==> src/rtl/sap1_pkg.sv <==
// -----------------------------------------------------------------------------
// sap1_pkg
// Shared definitions for the SAP-1 controller-sequencer:
//   - opcode encodings (LDA, ADD, SUB, OUT, HLT; everything else is a NOP)
//   - control-word width and bit indices, plus single-bit masks
//   - sequencer state encoding and the state enum built on it
//   - fixed fetch-phase control words (T1, T2, T3)
//   - small opcode classification helpers
// -----------------------------------------------------------------------------
package sap1_pkg;

    // Opcodes (IR upper nibble)
    localparam logic [3:0] OP_LDA = 4'b0000;
    localparam logic [3:0] OP_ADD = 4'b0001;
    localparam logic [3:0] OP_SUB = 4'b0010;
    localparam logic [3:0] OP_OUT = 4'b1110;
    localparam logic [3:0] OP_HLT = 4'b1111;

    // Control word layout, MSB to LSB
    localparam int CTRL_W     = 12;
    localparam int CB_PC_INC  = 11;
    localparam int CB_PC_EN   = 10;
    localparam int CB_MAR_LD  = 9;
    localparam int CB_RAM_EN  = 8;
    localparam int CB_IR_LD   = 7;
    localparam int CB_IR_EN   = 6;
    localparam int CB_A_LD    = 5;
    localparam int CB_A_EN    = 4;
    localparam int CB_ALU_SUB = 3;
    localparam int CB_ALU_EN  = 2;
    localparam int CB_B_LD    = 1;
    localparam int CB_OUT_LD  = 0;

    localparam logic [CTRL_W-1:0] M_PC_INC  = CTRL_W'(1) << CB_PC_INC;
    localparam logic [CTRL_W-1:0] M_PC_EN   = CTRL_W'(1) << CB_PC_EN;
    localparam logic [CTRL_W-1:0] M_MAR_LD  = CTRL_W'(1) << CB_MAR_LD;
    localparam logic [CTRL_W-1:0] M_RAM_EN  = CTRL_W'(1) << CB_RAM_EN;
    localparam logic [CTRL_W-1:0] M_IR_LD   = CTRL_W'(1) << CB_IR_LD;
    localparam logic [CTRL_W-1:0] M_IR_EN   = CTRL_W'(1) << CB_IR_EN;
    localparam logic [CTRL_W-1:0] M_A_LD    = CTRL_W'(1) << CB_A_LD;
    localparam logic [CTRL_W-1:0] M_A_EN    = CTRL_W'(1) << CB_A_EN;
    localparam logic [CTRL_W-1:0] M_ALU_SUB = CTRL_W'(1) << CB_ALU_SUB;
    localparam logic [CTRL_W-1:0] M_ALU_EN  = CTRL_W'(1) << CB_ALU_EN;
    localparam logic [CTRL_W-1:0] M_B_LD    = CTRL_W'(1) << CB_B_LD;
    localparam logic [CTRL_W-1:0] M_OUT_LD  = CTRL_W'(1) << CB_OUT_LD;

    // Fetch phase is opcode-independent
    localparam logic [CTRL_W-1:0] CW_T1 = M_PC_EN  | M_MAR_LD;
    localparam logic [CTRL_W-1:0] CW_T2 = M_PC_INC;
    localparam logic [CTRL_W-1:0] CW_T3 = M_RAM_EN | M_IR_LD;

    // State encoding
    localparam logic [3:0] ST_IDLE = 4'd0;
    localparam logic [3:0] ST_T1   = 4'd1;
    localparam logic [3:0] ST_T2   = 4'd2;
    localparam logic [3:0] ST_T3   = 4'd3;
    localparam logic [3:0] ST_T4   = 4'd4;
    localparam logic [3:0] ST_T5   = 4'd5;
    localparam logic [3:0] ST_W    = 4'd6;
    localparam logic [3:0] ST_T6   = 4'd7;
    localparam logic [3:0] ST_HALT = 4'd8;

    typedef enum logic [3:0] {
        S_IDLE = ST_IDLE,
        S_T1   = ST_T1,
        S_T2   = ST_T2,
        S_T3   = ST_T3,
        S_T4   = ST_T4,
        S_T5   = ST_T5,
        S_W    = ST_W,
        S_T6   = ST_T6,
        S_HALT = ST_HALT
    } state_t;

    // ADD/SUB use the add/subtract unit and its wait states
    function automatic logic is_alu_op(input logic [3:0] op);
        return (op == OP_ADD) || (op == OP_SUB);
    endfunction

    // Instructions that fetch a memory operand in T4/T5
    function automatic logic has_operand(input logic [3:0] op);
        return (op == OP_LDA) || is_alu_op(op);
    endfunction

endpackage

==> src/rtl/sap1_ctrl_decode.sv <==
// -----------------------------------------------------------------------------
// sap1_ctrl_decode
// Purely combinational mapping (state, opcode) -> control word.
// Ports:
//   state   in  state_t        current sequencer state
//   opcode  in  [3:0]          IR upper nibble (only looked at from T4 on)
//   ctrl    out [CTRL_W-1:0]   control word, bit layout from sap1_pkg
// -----------------------------------------------------------------------------
import sap1_pkg::*;

module sap1_ctrl_decode (
    input  state_t            state,
    input  logic [3:0]        opcode,
    output logic [CTRL_W-1:0] ctrl
);

    always_comb begin
        // NOTE: default assigned first so every path drives ctrl and no latch is inferred.
        ctrl = '0;
        case (state)
            S_T1: ctrl = CW_T1;
            S_T2: ctrl = CW_T2;
            S_T3: ctrl = CW_T3;
            S_T4: begin
                if (has_operand(opcode)) begin
                    ctrl = M_IR_EN | M_MAR_LD;
                end else if (opcode == OP_OUT) begin
                    ctrl = M_A_EN | M_OUT_LD;
                end
            end
            S_T5: begin
                if (opcode == OP_LDA) begin
                    ctrl = M_RAM_EN | M_A_LD;
                end else if (is_alu_op(opcode)) begin
                    ctrl = M_RAM_EN | M_B_LD;
                end
            end
            // Hold the subtract select steady while the unit's result settles
            S_W: begin
                if (opcode == OP_SUB) begin
                    ctrl = M_ALU_SUB;
                end
            end
            S_T6: begin
                if (opcode == OP_ADD) begin
                    ctrl = M_ALU_EN | M_A_LD;
                end else if (opcode == OP_SUB) begin
                    ctrl = M_ALU_EN | M_A_LD | M_ALU_SUB;
                end
            end
            default: ctrl = '0;
        endcase
    end

endmodule

==> src/rtl/sap1_sequencer.sv <==
// -----------------------------------------------------------------------------
// sap1_sequencer
// SAP-1 controller-sequencer: steps the T-state ring, inserts ALU_LAT wait
// states for ADD/SUB, and decodes the control word.
// Parameter:
//   ALU_LAT  wait states between B load and A load for ADD/SUB (0..3)
// Ports:
//   clk_i     in  1   system clock
//   rstn_i    in  1   asynchronous active-low reset
//   opcode_i  in  4   IR upper nibble, valid from T4 onward
//   ctrl_o    out 12  control word (combinational from state and opcode_i)
//   tstate_o  out 6   one-hot T1..T6, zero in IDLE, W and HALT
//   halt_o    out 1   sticky halt flag, cleared only by reset
// Build option:
//   SAP1_SEQ_EARLY_RET_EN  when defined, LDA returns to T1 after T5 and
//                          OUT/NOP after T4; ADD/SUB are unchanged.
// -----------------------------------------------------------------------------
import sap1_pkg::*;

module sap1_sequencer #(
    parameter int ALU_LAT = 1
) (
    input  logic              clk_i,
    input  logic              rstn_i,
    input  logic [3:0]        opcode_i,
    output logic [CTRL_W-1:0] ctrl_o,
    output logic [5:0]        tstate_o,
    output logic              halt_o
);

    if (ALU_LAT < 0 || ALU_LAT > 3) begin : g_bad_alu_lat
        $error("sap1_sequencer: ALU_LAT must be in 0..3");
    end

`ifdef SAP1_SEQ_EARLY_RET_EN
    localparam bit EARLY_RET = 1'b1;
`else
    localparam bit EARLY_RET = 1'b0;
`endif

    // Counter holds remaining W cycles minus one; W exits when it reads zero
    localparam logic [1:0] WAIT_INIT = (ALU_LAT > 0) ? 2'(ALU_LAT - 1) : 2'd0;

    state_t     state_q, state_d;
    logic [1:0] wait_q, wait_d;
    logic       halt_q, halt_d;

    always_ff @(posedge clk_i or negedge rstn_i) begin
        if (!rstn_i) begin
            state_q <= S_IDLE;
            wait_q  <= '0;
            halt_q  <= 1'b0;
        end else begin
            // NOTE: non-blocking so every register samples the pre-edge values.
            state_q <= state_d;
            wait_q  <= wait_d;
            halt_q  <= halt_d;
        end
    end

    always_comb begin
        state_d = state_q;
        wait_d  = wait_q;
        halt_d  = halt_q;
        case (state_q)
            S_IDLE: state_d = S_T1;
            S_T1:   state_d = S_T2;
            S_T2:   state_d = S_T3;
            S_T3:   state_d = S_T4;
            S_T4: begin
                if (opcode_i == OP_HLT) begin
                    state_d = S_HALT;
                    halt_d  = 1'b1;
                end else if (EARLY_RET && !has_operand(opcode_i)) begin
                    state_d = S_T1;
                end else begin
                    state_d = S_T5;
                end
            end
            S_T5: begin
                wait_d = WAIT_INIT;
                if (is_alu_op(opcode_i)) begin
                    state_d = (ALU_LAT == 0) ? S_T6 : S_W;
                end else if (EARLY_RET && opcode_i == OP_LDA) begin
                    state_d = S_T1;
                end else begin
                    state_d = S_T6;
                end
            end
            S_W: begin
                if (wait_q == 2'd0) begin
                    state_d = S_T6;
                end else begin
                    wait_d = wait_q - 2'd1;
                end
            end
            S_T6:   state_d = S_T1;
            S_HALT: state_d = S_HALT;
            default: state_d = S_IDLE;
        endcase
    end

    always_comb begin
        tstate_o = '0;
        case (state_q)
            S_T1: tstate_o = 6'b000001;
            S_T2: tstate_o = 6'b000010;
            S_T3: tstate_o = 6'b000100;
            S_T4: tstate_o = 6'b001000;
            S_T5: tstate_o = 6'b010000;
            S_T6: tstate_o = 6'b100000;
            default: tstate_o = '0;
        endcase
    end

    sap1_ctrl_decode u_decode (
        .state  (state_q),
        .opcode (opcode_i),
        .ctrl   (ctrl_o)
    );

    assign halt_o = halt_q;

endmodule

==> config.mk <==
export PLATFORM = sky130hd
export DESIGN_NAME = sap1_sequencer
export DESIGN_NICKNAME = d
export VERILOG_FILES = /design/src/rtl/sap1_pkg.sv /design/src/rtl/sap1_ctrl_decode.sv /design/src/rtl/sap1_sequencer.sv
export SDC_FILE = /design/constraint.sdc
export NUM_CORES = 1
export LEC_CHECK = 0
export CORE_UTILIZATION = 47
export DETAILED_ROUTE_END_ITERATION = 8
export MAX_ROUTING_LAYER = met4
export PLACE_DENSITY = 0.83
export SKIP_CTS_REPAIR_TIMING = 1
export SYNTH_ARGS = -nofsm -noshare
export SYNTH_HDL_FRONTEND = slang
export SYNTH_HIERARCHICAL = 1
export SYNTH_SLANG_ARGS = --single-unit
==> constraint.sdc <==
create_clock -name clk_i -period 3.5 [get_ports clk_i]
set_clock_uncertainty 0.1 [all_clocks]
set_input_delay 0.35 -clock clk_i [delete_from_list [all_inputs] [get_ports clk_i]]
set_output_delay 0.35 -clock clk_i [all_outputs]
set_load 0.02 [all_outputs]
==> metrics.cfg <==
[status]
outcome = completed

[floorplan]
core_sq_um = 1370
fp.dieW_um = 41.1
rows = 13
die_h_um = 41.1
initial_utilization = 0.526
pin_count = 25
die_area_sq_um = 1690

[routing]
detail-route-antenna-nets = 0
num_vias = 701
dr.first_iter.drc_count = 20
postRouteWirelength_um = 1660
firstDrtPassIters = 4
vias_per_cell = 5.99
drc = 0
wl_per_cell_um = 14.2

[synthesis]
synth_nets = 88
postSynthAreaPerCell_sq_um = 8.87
synth_area_sq_um = 718
synth_cell_types = 41
ys_top_cells_by_area = dfrtp_1 24%, nand2b_1 4.4%, a2111oi_2 4.2%, and3_1 3.5%, nor3b_2 3.5%
ys.warnings.count = 6
ys_seq_area_frac = 0.244
postSynthCellCount = 81
yosysTopAreaCell = dfrtp_1
synth_top_area_frac = 0.244
synth_seq_cells = 7

[cts]
clock_latency_ns = 0.24
clk_path_buf_depth = 2
h-tree-depth = 1
clkTransAtPathRegs_ns = 0.05
clock-sinks = 7
cts_tree = done
numCtsBuffers = 3
root_buffer = clkbuf_4

[placement]
dp_hpwl_um = 1150
io_buffers = 24
gp_congestion = 0.816
placed_cell_area_sq_um = 932

[setup_path]
cpMostUsedCell = clkdlybuf4s50_1
start_kind = primary input
path_cells = clkdlybuf4s50_1 > a2111oi_2 > mux2i_1 > nor3b_2 > clkdlybuf4s50_1
cpMaxStageDelayCell = clkdlybuf4s50_1
crit_type = in -> out
crit_path_end_kind = output pin
path_max_fanout = 9
max_stage_delay_ns = 0.63
cp.required_ns = 3.05
crit_arrival_ns = 2.35

[cells_and_area]
layout_commonest_cell = clkdlybuf4s50_1
fin_nets = 110
fin_area_sq_um = 958
n_antenna_cell = 0
area_growth_pct = 33.4
fin_util = 0.701
layout_common_cells = 24 x clkdlybuf4s50_1, 7 x dfrtp_1, 5 x inv_1, 5 x nand2b_1, 5 x nor2_1
n_fill_cell = 118
seq_area_sq_um = 175
multi_input_area_sq_um = 479
drive_above_1_share = 0.127

[sta]
finalSetupViolCount = 0
hold_viol = 0
slew_viol_final = 0
relSlewSlack = 0.542
rsz0062_at_grt = no
period_share = 0.800
holdWs_ns = 0.267
totalNegativeSetupSlack_ns = 0
tightestPinTransition_ns = 0.687
period_minus_slack_ns = 2.80
fmax_ghz = 0.357

[global_routing]
grt.total_usage = 0.241
grt-busiest-layer = met2
use_met3 = 0.0489
gr-usage-met1 = 0.323
grt_pass1_vias = 581
met2_usage = 0.375
antenna_found_initial = 0
gr-total-overflow = 0
grt_pass1_wl_um = 2680
grt_max_degree = 24

[power_and_ir_drop]
power_w = 0.000765
vdd_drop_max_mv = 0.568
power_density_nw_per_um2 = 798
cellLeakagePower_nw = 0.357

[worst_hold_path]
hold_path.class = in -> async

[flow_run]
maxCapViolations = 0

[metal layers]
metal / vias to the layer above / share of wire
li1: 350 / -
met1: 333 / 0.48
met2: 16 / 0.48
met3: 2 / 0.031
met4: 0 / 0.0036
met5: - / 0
[cell usage after synthesis]
cell and number:
dfrtp_1 7, inv_1 5, nand2b_1 5, nor2_1 5, and3_1 4, nor3_1 4
nor4_1 4, a21oi_1 3, buf_2 3, o21ai_0 3, a2111oi_2 2, buf_4 2
nand2_1 2, nand3_1 2, nor3b_2 2, o2bb2ai_1 2, xor2_1 2, a211o_2 1
a211oi_2 1, a21o_1 1, a2bb2oi_1 1, a32oi_2 1, and4_1 1, and4bb_2 1
buf_6 1, clkbuf_1 1, ha_1 1, mux2_2 1, mux2i_1 1, nand3b_1 1
nand4_1 1, nand4b_1 1, nand4bb_1 1, nor3b_1 1, nor4b_1 1, nor4b_4 1
o21ai_1 1, o31ai_1 1, or2b_1 1, or3b_1 1, xnor2_1 1
[kinds of logic (layout without fill, tap and decap cells)]
group                      count (synthesis)  after routing  synth area share
xor gates and xnor gates                   3              3            0.0366
DFF                                        7              7             0.244
adders and majority gates                  1              1            0.0174
muxes                                      2              2            0.0296
and+or+nand+nor                           39             39             0.382
buffers and inverters                     12             33            0.0888
AOI/OAI and AO/OA                         17             17             0.202
[through the flow]
stage / setup slack (ns) / instances
floorplan: 1.37 / 81
detailed placement: 0.710 / 113
finish: 0.700 / 117
global route: 0.591 / 117
CTS: 0.706 / 117
global placement: 0.786 / 113
[flip-flops by register name, summed over array words and instances (netlist names)]
| name | cells |
|---|---|
| state_q | 4 |
| wait_q | 2 |
| halt_o | 1 |
[report_power, final]
| group | total, W | switching (W) | internal (W) | leakage (nW) |
|---|---|---|---|---|
| Sequential | 0.000237 | 0.000128 | 0.000108 | 0.0900 |
| Combinational | 0.000458 | 0.000215 | 0.000243 | 0.252 |
| Clock | 0.0000701 | 0.0000268 | 0.0000433 | 0.0150 |
[cell type report]
class / instances / area share
well taps: 15 / 0.0196
flip-flops and latches: 7 / 0.183
multi-input cells: 62 / 0.500
clock buffers: 4 / 0.0274
inverters: 5 / 0.0196
repair buffers: 24 / 0.251
[worst max-delay path, delay by kind of cell]
family	cells	cell delay [ns]
muxes	1	0.15
and+or+nand+nor	1	0.20
AOI/OAI and AO/OA	1	0.43
buffers and inverters	2	1.22
[path summary, 6_finish.rpt]
check	start	endpoint	slack [ns]	depth (start not counted)
setup / recovery	opcode_i[0]	ctrl_o[8]	0.70	5
hold / removal	rstn_i	state_q[1]	0.27	1
setup reg to reg	state_q[2]	state_q[3]	1.81	3
hold reg to reg	halt_o	halt_o	0.36	1
max in group asynchronous	rstn_i	halt_o	2.79	1
min in group clk_i	halt_o	halt_o	0.36	1
Power figures use the tool's default switching activity.
